[config.mk]
export PLATFORM = sky130hd
export DESIGN_NAME = seven_seg_scan_driver
export DESIGN_NICKNAME = d
export VERILOG_FILES = /design/src/rtl/seven_seg_scan_driver.sv
export SDC_FILE = /design/constraint.sdc
export NUM_CORES = 1
export LEC_CHECK = 0
export BUFFER_PORTS_ARGS = -buffer_cell sky130_fd_sc_hd__buf_2
export CAP_MARGIN = 20
export CELL_PAD_IN_SITES_DETAIL_PLACEMENT = 0
export CELL_PAD_IN_SITES_GLOBAL_PLACEMENT = 1
export CORE_UTILIZATION = 42
export DETAILED_ROUTE_END_ITERATION = 16
export PLACE_DENSITY = 0.86
export SYNTH_ARGS = -nofsm -noshare
export SYNTH_HDL_FRONTEND = slang
export SYNTH_SLANG_ARGS = --single-unit
[constraint.sdc]
create_clock -name clk -period 2.8 [get_ports clk]
set_input_delay 0.42 -clock clk [delete_from_list [all_inputs] [get_ports clk]]
set_output_delay 0.42 -clock clk [all_outputs]
set_load 0.02 [all_outputs]
[src/rtl/seven_seg_scan_driver.sv]
// Time-multiplexed seven-segment scan driver: rotates through the digits, decodes hex or test
// patterns, and applies blink, decimal points, anti-ghost blanking and runtime CA/CC polarity.
module seven_seg_scan_driver #(
  parameter int NUM_DIGITS   = 4,
  parameter int PRESCALE     = 1000,
  parameter int BLANK_CYCLES = 2,
  parameter int BLINK_DIV    = 64
) (
  input  logic                    clk,
  input  logic                    rst,
  input  logic                    en,
  input  logic [4*NUM_DIGITS-1:0] digits,
  input  logic [NUM_DIGITS-1:0]   dp_in,
  input  logic [NUM_DIGITS-1:0]   blink_mask,
  input  logic [1:0]              pattern,
  input  logic                    common_cathode,
  output logic [6:0]              seg,
  output logic                    dp,
  output logic [NUM_DIGITS-1:0]   an,
  output logic                    frame_tick
);

  localparam int PW = $clog2(PRESCALE);
  localparam int IW = $clog2(NUM_DIGITS);
  localparam int FW = (BLINK_DIV > 1) ? $clog2(BLINK_DIV) : 1;
  localparam logic [PW-1:0] P_LAST  = PW'(PRESCALE - 1);
  localparam logic [PW-1:0] P_BLANK = PW'(BLANK_CYCLES);
  localparam logic [IW-1:0] I_LAST  = IW'(NUM_DIGITS - 1);
  localparam logic [FW-1:0] F_LAST  = FW'(BLINK_DIV - 1);

  logic [PW-1:0]           pcnt;
  logic [IW-1:0]           idx;
  logic [FW-1:0]           frame_cnt;
  logic                    blink_phase;
  logic [4*NUM_DIGITS-1:0] snap_digits;
  logic [NUM_DIGITS-1:0]   snap_dp;
  logic [NUM_DIGITS-1:0]   snap_blink;

  logic                  slot_wrap, frame_wrap, blink_wrap;
  logic [3:0]            cur_digit;
  logic [6:0]            glyph, seg_hi, seg_nxt, seg_off;
  logic                  dp_hi, dp_nxt, dp_off;
  logic [NUM_DIGITS-1:0] an_hi, an_nxt, an_off;

  assign slot_wrap  = (pcnt == P_LAST);
  assign frame_wrap = slot_wrap && (idx == I_LAST);
  assign blink_wrap = frame_wrap && (frame_cnt == F_LAST);

  always_ff @(posedge clk) begin
    if (rst) begin
      pcnt        <= '0;
      idx         <= '0;
      frame_cnt   <= '0;
      blink_phase <= 1'b0;
      snap_digits <= '0;
      snap_dp     <= '0;
      snap_blink  <= '0;
    end else if (en) begin
      pcnt <= slot_wrap ? '0 : pcnt + 1'b1;
      if (slot_wrap)
        idx <= frame_wrap ? '0 : idx + 1'b1;
      // Snapshot at the frame boundary so a value change never tears a frame.
      if (frame_wrap) begin
        snap_digits <= digits;
        snap_dp     <= dp_in;
        snap_blink  <= blink_mask;
        frame_cnt   <= blink_wrap ? '0 : frame_cnt + 1'b1;
        if (blink_wrap)
          blink_phase <= ~blink_phase;
      end
    end
  end

  always_comb begin
    cur_digit = snap_digits[{idx, 2'b00} +: 4];
    glyph     = 7'h00;
    case (cur_digit)
      4'h0: glyph = 7'h3F;
      4'h1: glyph = 7'h06;
      4'h2: glyph = 7'h5B;
      4'h3: glyph = 7'h4F;
      4'h4: glyph = 7'h66;
      4'h5: glyph = 7'h6D;
      4'h6: glyph = 7'h7D;
      4'h7: glyph = 7'h07;
      4'h8: glyph = 7'h7F;
      4'h9: glyph = 7'h6F;
      4'hA: glyph = 7'h77;
      4'hB: glyph = 7'h7C;
      4'hC: glyph = 7'h39;
      4'hD: glyph = 7'h5E;
      4'hE: glyph = 7'h79;
      default: glyph = 7'h71;
    endcase

    case (pattern)
      2'd1:    seg_hi = 7'h7F;
      2'd2:    seg_hi = 7'h49;
      2'd3:    seg_hi = 7'h40;
      default: seg_hi = glyph;
    endcase
    dp_hi = snap_dp[idx];
    if (snap_blink[idx] && blink_phase) begin
      seg_hi = 7'h00;
      dp_hi  = 1'b0;
    end

    // Selects stay off for the first slot cycles so the previous digit's segments can settle.
    an_hi = '0;
    if (pcnt >= P_BLANK)
      an_hi[idx] = 1'b1;

    seg_off = common_cathode ? 7'h00 : 7'h7F;
    dp_off  = ~common_cathode;
    an_off  = common_cathode ? '1 : '0;
    seg_nxt = common_cathode ? seg_hi : ~seg_hi;
    dp_nxt  = common_cathode ? dp_hi : ~dp_hi;
    an_nxt  = common_cathode ? ~an_hi : an_hi;
  end

  always_ff @(posedge clk) begin
    if (rst || !en) begin
      seg        <= seg_off;
      dp         <= dp_off;
      an         <= an_off;
      frame_tick <= 1'b0;
    end else begin
      seg        <= seg_nxt;
      dp         <= dp_nxt;
      an         <= an_nxt;
      frame_tick <= frame_wrap;
    end
  end

endmodule

After elaboration in Yosys (flattened, before gate mapping)
Memories as Yosys holds them, arrays and structs flattened. Index checks and enable logic that the tools add are counted.

Register bits: 56. Bits in latches: 0. RAM bits: 0. Memory bits (read-only): 112. Input bits: 30. Output and inout bits: 13. Word-level logic and storage cells: 60. Memories kept: 1.

Add/sub/neg operators: 3. Multipliers: 0. Divide/modulo/power cells: 0. Order comparisons: 3. Equality and inequality tests: 6. Shift operators: 1. Multiplexer cells: 21. Bitwise operators: 5. Reduce and logical (&&, ||, !) cells: 9.

Memory list: (name not given) (words 16, width 7, rd ports 1, clocked after memory_dff 0, write ports 0, line 77) `case (cur_digit)`.

Operators by type and width (count): $mux 7 (4); $pmux 7 s3 (1); $mux 4 (4); $shiftx 16x5->4 (1); $add 10x1->10 const B (1); $eq 10x10->1 const B (1); $ge 10x2->1 const B (1); $mux 10 (1); $not 7->7 (1); $add 6x1->6 const B (1); $eq 2x2->1 const B (3); $eq 6x6->1 const B (1); $mux 1 (6); $mux 6 (1); $bmux 1 s2 (2); $logic_and 1x1->1 (4); $not 4->4 (1); $reduce_and 2->1 (2); $lt 2x3->1 const B (1); $not 1->1 (3); $reduce_and 3->1 (1); $add 2x1->2 const B (1); $demux 1 s2 (1); $eq 2x1->1 const B (1); 4 further kinds (4).

Logic depth before layout (Yosys ltp)
Depth after elaboration: 8. Mapped depth: 8.

Worst setup path before layout
No wires, ideal clock.

Path type: reg-to-reg. Start point: register idx[0]. End point: register seg[5]. Arrival time: 2305 ps. Required time: 2658 ps. Setup slack: 353 ps. Cell stages (with the launch flop): 8. Buffers on the path: 1. Period minus slack after synthesis: 2447 ps. Cells stage by stage: dfxtp_1 > buf_6 > mux4_2 > ha_1 > mux2_4 > a2111oi_1 > nor2_1 > xor2_1.

Cells in the longest elaborated chain, start to end: 7. Elaborated cells on any way between the ends: 10.

Ends and longest elaborated chain: start: declaration (line 32) `logic [IW-1:0] idx;`; start signal: assignment (line 61) `idx <= frame_wrap ? '0 : idx + 1'b1;`; $shiftx 16x5->4 / $bmux 1 s2 (equally long branches) (line 75, 103); $mem_v2 16x7 / $mux 1 (equally long branches); $pmux 7 s3 / $logic_and 1x1->1 (equally long branches) (line 96, 103); $mux 7 * (line 103) `if (snap_blink[idx] && blink_phase) begin`; $not 7->7 (line 116) `seg_nxt = common_cathode ? seg_hi : ~seg_hi;`; $mux 7 * (line 116); $mux 7 * (line 122) `if (rst || !en) begin`; end signal: assignment (line 123) `seg <= seg_off;`; end signal: assignment (line 128) `seg <= seg_nxt;`; end: declaration (line 17) `output logic [6:0] seg,`.

Every way passes the cells marked *; elsewhere a longest branch is shown, timed or not. The select of a mux whose other input is x is not followed. A chain may end at the register's enable or synchronous reset.

Final worst setup path
Start point: register idx[0]. End point: register seg[1].

Same word-level chain as after synthesis.

==> impl_metrics.yaml <==
synth:
  synth.area.mux_share_pct: 9.51
  yosysSeqAreaShare_pct: 40.4
  synth_fp_nets: 360
  synth_area_um2: 2780
  synth-edff-count: 0
  ys.flop_type: "dfxtp_1"
  yosys.area_share.simple_pct: 21.2
  ys_async_sr_fraction_pct: 0
  synth_cells: 315
  ys_seq_elements: 56
  synth_top_family_by_area: "simple AND/OR/NAND/NOR gates"
  synth.avg_cell_area_um2: 8.81
  synth_compound_area_share_pct: 9.15
  synth_xor_area_share_pct: 8.20
  synth_warnings: 0
  yosys.area_share.adder_pct: 6.76
  ys_types: 43
timing:
  fin_crit_sh_pct: 86.3
  fmax_ghz: 0.414
  relSlewSlack_pct: 58.8
  tns_ns: 0
  worst_slew_pin_slew_ns: 0.618
  setup_viol: 0
  grt_setup_unrepaired: "false"
  period_minus_slack_ns: 2.42
  slew_viol_final: 0
  timing.final.ws_setup_ns: 0.384
  hold_viol: 0
  finalClockSkew_ns: 0.0161
clocking:
  clkLatencyLatePin_ns: 0.31
  clk_path_buf_depth: 2
  cts_resized: 0
  cts_hold_buf: 0
  clk_transition_reported_paths_ns: 0.10
  clock-sinks: 56
  h-tree-depth: 2
  cts_root_buffer: "clkbuf_8"
  cts_inserted_buffers: 5
  cts_setup_buffers: 0
  cts_tree: "built"
power_and_ir_drop:
  switching_power_uw: 339
  p_seq_share_pct: 52.9
  switching_share_pct: 21.8
  power_leakage_uw: 0.00120
  pwr-share-clk_pct: 39.8
  p_int_uw: 1210
  irDropWorstVdd_v: 0.000232
  power.density_nw_per_um2: 491
  combPwrFrac_pct: 7.3
worst_setup_path:
  start_kind: "flop"
  arrival_ns: 2.62
  worstSetupPathType: "reg2reg"
  critical_path_required_ns: 3.00
  worstSetupEndpointType: "flop"
  cp_max_fo: 6
final_layout:
  diodes: 0
  final_nets: 395
  final_cell_area_um2: 3160
  drive_above_1_share_pct: 18.9
  area_growth_syn_to_layout_pct: 13.7
  final_core_util_pct: 49.7
routing:
  routed_via_density: 5.10
  drc: 0
  drt_pre_antenna_iters: 4
  wl_um: 5500
  wire_per_inst_um: 12.9
  drtAntennaViolNets: 0
  drt_iter0_drc: 90
  vias: 2179
floorplanning:
  core.rowCount: 29
  core_um2: 6350
  die_width_um: 83.3
  start_util_pct: 43.7
  fp.dieArea_um2: 6940
  io_pins: 43
  chipHeight_um: 83.3
place:
  gp_congestion: 0.879
  dp_hpwl_um: 3920
  dpl-instance-area_um2: 3030
  port_buffers: 42
  place_ws_ns: 0.409
status:
  status: "finished, final reports clean"
grt:
  grt_pass1_vias: 2125
  grt_pass1_wl_um: 9920
  grt_max_degree: 36
  grt_overflow: 0
  antenna_found_initial: 0
  track_usage_pct: 17.2
job:
  maxCapViolations: 0
worst_hold_path:
  min_path_type: "in2reg"
-- power by group through the flow --
stage | clock network, uW | registers, uW | logic (uW)
4_1_cts | 633 | 821 | 114
3_3_place_gp | 0 | 840 | 112
6_report | 618 | 821 | 113
5_1_grt | 662 | 824 | 127
3_5_place_dp | 0 | 840 | 114
2_1_floorplan | 0 | 859 | 51.2
-- final timing paths --
check,slack [ns],depth (start not counted),to,from
setup / recovery,0.38,7,seg[1]$_DFF_P_,idx[0]$_SDFFE_PP0P_
hold / removal,0.33,3,snap_digits[10]$_SDFFE_PP0P_,digits[10]
setup reg to reg,0.38,7,seg[1]$_DFF_P_,idx[0]$_SDFFE_PP0P_
hold reg to reg,0.46,2,snap_digits[9]$_SDFFE_PP0P_,snap_digits[9]$_SDFFE_PP0P_
-- routing by layer --
metal | share of wire, % | up-vias | global-route usage [%]
met1 | 51 | 995 | 24.5
met5 | 0 | - | 0
li1 | - | 1134 | -
met3 | 3.9 | 4 | 3.48
met4 | 0.69 | 0 | 4.23
met2 | 45 | 46 | 26.7
-- worst max-delay path, stage by stage, from the launching register on --
cell	delay, ns
dfxtp_1	0.43
mux4_1	0.69
inv_1	0.14
ha_1	0.25
nand2_1	0.06
o21ai_0	0.10
a2111oi_0	0.39
and4b_1	0.25
-- Yosys cell counts, types with 2 or more instances --
master	number	share of area [%]
or2_2	2	0.45
clkbuf_1	14	1.9
o21ai_0	2	0.36
mux2_2	3	1.2
a21o_1	2	0.54
inv_1	11	1.5
a21oi_1	30	5.4
o311ai_0	2	0.63
nand4_1	8	1.8
nor3_1	6	1.1
mux4_1	2	1.9
nor4_1	2	0.45
nor2_1	26	3.5
nand2_1	63	8.5
mux4_2	5	4.1
xor2_1	10	3.2
buf_6	2	0.81
xnor2_1	16	5.0
ha_1	15	6.8
dfxtp_1	56	40
and3_1	4	0.90
nand3_1	3	0.54
nor3b_1	2	0.54
and2_1	4	0.90
and4_1	2	0.63
nor2b_1	2	0.45
mux2i_1	5	1.8
-- state kept, by name, summed over array words and instances, names as in the netlist --
register     cells
an               4
snap_digits     16
blink_phase      1
pcnt            10
seg              7
idx              2
frame_cnt        6
dp               1
snap_blink       4
snap_dp          4
frame_tick       1
-- cell families after synthesis --
| logic type | Yosys count |
|---|---|
| mux | 16 |
| flops | 56 |
| compound gates | 43 |
| xor+xnor | 26 |
| buf+inv | 30 |
| fa+ha+maj | 15 |
| simple gates | 129 |
-- final cells by class --
type | instances | area (um^2)
Sequential cell | 56 | 1120
Multi-Input combinational cell | 229 | 1520
Fill cell | 596 | 3190
Inverter | 11 | 41.3
Timing Repair Buffer | 47 | 248
Clock buffer | 5 | 68.8
Tap cell | 77 | 96.3
Clock inverter | 2 | 60.1
-- per-stage QoR --
stage | power, uW | hold slack (ns) | std cells
after CTS | 1570 | 0.329 | 427
after detailed placement | 954 | 0.445 | 420
final | 1550 | 0.334 | 427
after global routing | 1610 | 0.328 | 427
after floorplan | 911 | 0.432 | 315
after global placement | 952 | 0.443 | 420
-- placed cells by master, fill, tap and decap left out, types with 6 or more instances in the layout --
cell type and count:
a21oi_1 30, buf_2 42, dfxtp_1 56, ha_1 15
inv_1 11, nand2_1 63, nand4_1 8, nor2_1 26
nor3_1 6, xnor2_1 16, xor2_1 10
(Power assumes the default switching activity.)
